`src/rtl/shift_2_pkg.sv`:
```
// shift_2_pkg: shared divider constants (word width, fill-mode encoding)
package shift_2_pkg;
    localparam int DEF_WIDTH  = 16;
    localparam int LOGICAL    = 0;
    localparam int ARITHMETIC = 1;
endpackage

```
`src/rtl/shift_const_core.sv`:
```
// shift_const_core: combinational fixed-distance right shift with fill and remainder
module shift_const_core
    import shift_2_pkg::*;
#(
    parameter int WIDTH = DEF_WIDTH,
    parameter int SHIFT = 2,
    parameter int ARITH = LOGICAL
) (
    input  logic [WIDTH-1:0] data,
    input  logic             en,
    output logic [WIDTH-1:0] q,
    output logic [SHIFT-1:0] rem
);
    logic fill;
    assign fill = (ARITH == ARITHMETIC) && data[WIDTH-1];
    assign q    = en ? {{SHIFT{fill}}, data[WIDTH-1:SHIFT]} : data;
    assign rem  = en ? data[SHIFT-1:0] : '0;
endmodule

```
`src/rtl/shift_2.sv`:
```
// shift_2: registered divide-by-4 stage of the power-of-two divider chain
module shift_2
    import shift_2_pkg::*;
#(
    parameter int WIDTH = DEF_WIDTH,
    parameter int SHIFT = 2,
    parameter int ARITH = LOGICAL
) (
    input  logic             clk,
    input  logic             rst,
    input  logic [WIDTH-1:0] data,
    input  logic             en,
    output logic [WIDTH-1:0] q,
    output logic [SHIFT-1:0] rem
);
    if (SHIFT < 1 || SHIFT >= WIDTH) begin : g_bad_shift
        $fatal(1, "shift_2: SHIFT=%0d must satisfy 1 <= SHIFT < WIDTH=%0d", SHIFT, WIDTH);
    end
    if (ARITH != LOGICAL && ARITH != ARITHMETIC) begin : g_bad_arith
        $fatal(1, "shift_2: ARITH=%0d must be 0 or 1", ARITH);
    end
    logic [WIDTH-1:0] q_next;
    logic [SHIFT-1:0] rem_next;
    shift_const_core #(.WIDTH(WIDTH), .SHIFT(SHIFT), .ARITH(ARITH)) u_core (
        .data(data),
        .en  (en),
        .q   (q_next),
        .rem (rem_next)
    );
    always_ff @(posedge clk) begin
        if (rst) begin
            q   <= '0;
            rem <= '0;
        end else begin
            q   <= q_next;
            rem <= rem_next;
        end
    end
endmodule

```
`config.mk`:
```
export PLATFORM = sky130hd
export DESIGN_NAME = shift_2
export DESIGN_NICKNAME = d
export VERILOG_FILES = /design/src/rtl/shift_2_pkg.sv /design/src/rtl/shift_const_core.sv /design/src/rtl/shift_2.sv
export SDC_FILE = /design/constraint.sdc
export NUM_CORES = 1
export LEC_CHECK = 0
export BUFFER_PORTS_ARGS = -buffer_cell sky130_fd_sc_hd__buf_4
export CAP_MARGIN = 10
export CORE_ASPECT_RATIO = 1.2
export CORE_MARGIN = 2
export CORE_UTILIZATION = 40
export DETAILED_ROUTE_END_ITERATION = 7
export GPL_ROUTABILITY_DRIVEN = 0
export GPL_TIMING_DRIVEN = 0
export PLACE_DENSITY_LB_ADDON = 0.2
export SLEW_MARGIN = 20
export SYNTH_ARGS = -nofsm -noshare
export SYNTH_HDL_FRONTEND = slang
export SYNTH_SLANG_ARGS = --single-unit
```
`constraint.sdc`:
```
create_clock -name clk -period 0.98 [get_ports clk]
set_input_delay 0.147 -clock clk [delete_from_list [all_inputs] [get_ports clk]]
set_output_delay 0.147 -clock clk [all_outputs]
set_load 0.01 [all_outputs]
```
==> impl_results.md <==
- Status: complete, no violations
- Xor and xnor area share after synthesis: 0%
- TritonRoute pass-1 iters: 4
- Post-DR vias/cell: between 4 and 5
- Row count: 15
- Initial Util: between 40% and 50%
- Peak per-stage delay on the critical path: roughly 0.32 ns
- Via Count: approximately 500
- Post-Synth Simple-Gate Area: between 10% and 20%
- Worst hold path cell count: 3
- #FFs+latches synth: 18
- Max FO, Critical Path: 1
- Cell family with most CP delay: flip-flops
- CTS tree: built
- Crit path cell chain: buf_4
- Pwr/cell area: between 1000 and 1500 nW/um2
- Die width: 40.2 um
- Largest cells by area after synthesis: dfxtp_1, mux2i_1, nor2_1
- Antenna violations before repair: 0
- CP Launch Type: flop
- Commonest cells after routing, fill and taps aside: buf_4, dfxtp_1, mux2i_1, nor2_1, clkbuf_4
- Bufs on Longest Clock Path: 2
- Mux contribution to synthesized area: between 20% and 30%
- Clock slew at reported path FFs: 0.09 ns
- Vias in the first global route: 422
- Pre-CTS setup slack: 0.182 ns
- Tcrit/Tclk final: 89.4%
- Pleak: between 0.0004 and 0.0005 uW
- # Max-Cap Violations: 0
- Largest family of logic cells by synthesized area: multiplexers
- PostCTS Resize Cnt: 0
- GRT Residual Overflow: 0
- PortBufs: 34
- TritonCTS Sinks: 18
- Critical Path RT: approximately 0.83 ns
- Final setup violation count: 0
- Final core occ: 63.4%
- Post-CTS setup buffers: 0
- Final antenna-violating net count: 0
- WS Path Type: flop to primary output
- Synth-to-layout area growth: 47.5%
- Critical path depth: 1
- CP max stage cell: dfxtp_1
- Worst Tran Pin Value: 0.190 ns
- Post-route setup slack: 0.103 ns
- Final net count: 112
- First-pass GRT wire length: 1790 um
- Yosys top cell by area: dfxtp_1
- Number of diodes: 0
- Dpl cells: 105
- Avg Cell Area, Syn: 11.7 um2
- Cell area after synthesis: approximately 630 um2
- Max VDD drop: just under 0.0009 V
- DRC: 0
- WP buf/inv: 1
- Ys Warns: 0
- Total track usage: 14.0%
- Fmax: approximately 1.1 GHz
- IO Count: 37
- Yosys cell types: 8
- Crit path time final: 0.877 ns
- Final max-slew violation count: 0
- Arrival @ worst endpoint: around 0.73 ns
- Share of the synthesized area in the top cell type: 57.3%
- Gate Count Post-Synth: 54
- Proportion of layout cells with a drive suffix above 1: 47.3%
- Final Total Pwr: 1380 uW
- Seq/Total Area, Yosys: 57.3%
- Hold Crit Class: input pin to flop
- CTS root buffer: clkbuf_4
- Routed wire length: 1210 um
- Full die area: roughly 1900 um2
- 1st-iter DRT viols: 1
- Slew margin rel.: 87.4%
- Synth Area in Compound Gates: 0%
- Fillers: 137
- Hold Vio Cnt, Final: 0
- Fin cells: 108
- Post-Synthesis Net Count: 73
- Post-Synth Adder-Cell Area: 0%
- Die H: 47.5 um
- CP endpoint kind: primary output
- Commonest non-fill, non-tap cell in the layout: buf_4
- RSZ-0062 raised after global routing: no
- Core ar.: roughly 1500 um2
- CTS H-tree depth: 1
- Setup TNS: 0 ns
- Cts-stage hold buffer count: 0
- Wire length per cell: 11.2 um
- Largest net degree at the start of global routing: 11
- CTS buffer count: 3
[path summary, 6_finish.rpt]
check  startpoint  endpoint  slack, ns
max          q[7]      q[7]       0.10
min       data[4]      q[4]       0.10
[sequential cells by signal, summed over array words and instances (netlist names)]
signal / flops
rem: 2
q: 16
[Yosys cell counts]
cell type	n
dfxtp_1	18
buf_12	1
and3b_2	2
buf_2	2
buf_6	1
nor3b_1	2
nor2_1	14
mux2i_1	14
[per-stage QoR]
| step | area [um2] | hold slack [ns] |
|---|---|---|
| 2_1_floorplan | 629 | 0.291 |
| 3_3_place_gp | 906 | 0.388 |
| 3_5_place_dp | 906 | 0.395 |
| 4_1_cts | 928 | 0.102 |
| 5_1_grt | 928 | 0.108 |
| 6_report | 928 | 0.103 |
[logic make-up (layout without fill, tap and decap cells)]
kind of cell / after synthesis / count (layout)
multiplexers: 14 / 14
buffers and inverters: 4 / 41
AND/OR/NAND/NOR: 18 / 18
flip-flops: 18 / 18
[routing by layer]
| layer | wire, um | vias to the layer above | GRT usage, % |
|---|---|---|---|
| li1 | - | 250 | - |
| met2 | 601 | 22 | 22.3 |
| met3 | 125 | 5 | 4.19 |
| met1 | 466 | 231 | 18.3 |
| met4 | 16 | 0 | 4.00 |
| met5 | 0 | - | 0 |
[report_power, final]
group	leakage, uW	internal (uW)	switching, uW
logic	0.000319	146	103
clock network	0.0000138	142	201
registers	0.000150	776	11.3
total	0.000482	1060	314
[final cells by class]
class                           count  area (um2)  area share, %
Sequential cell                    18         360           38.8
Multi-Input combinational cell     32         228           24.5
Timing Repair Buffer               34         255           27.5
Tap cell                           17        21.3           2.29
Clock buffer                        3        22.5           2.43
Buffer                              4        41.3           4.45
Power figures use the tool's default switching activity.
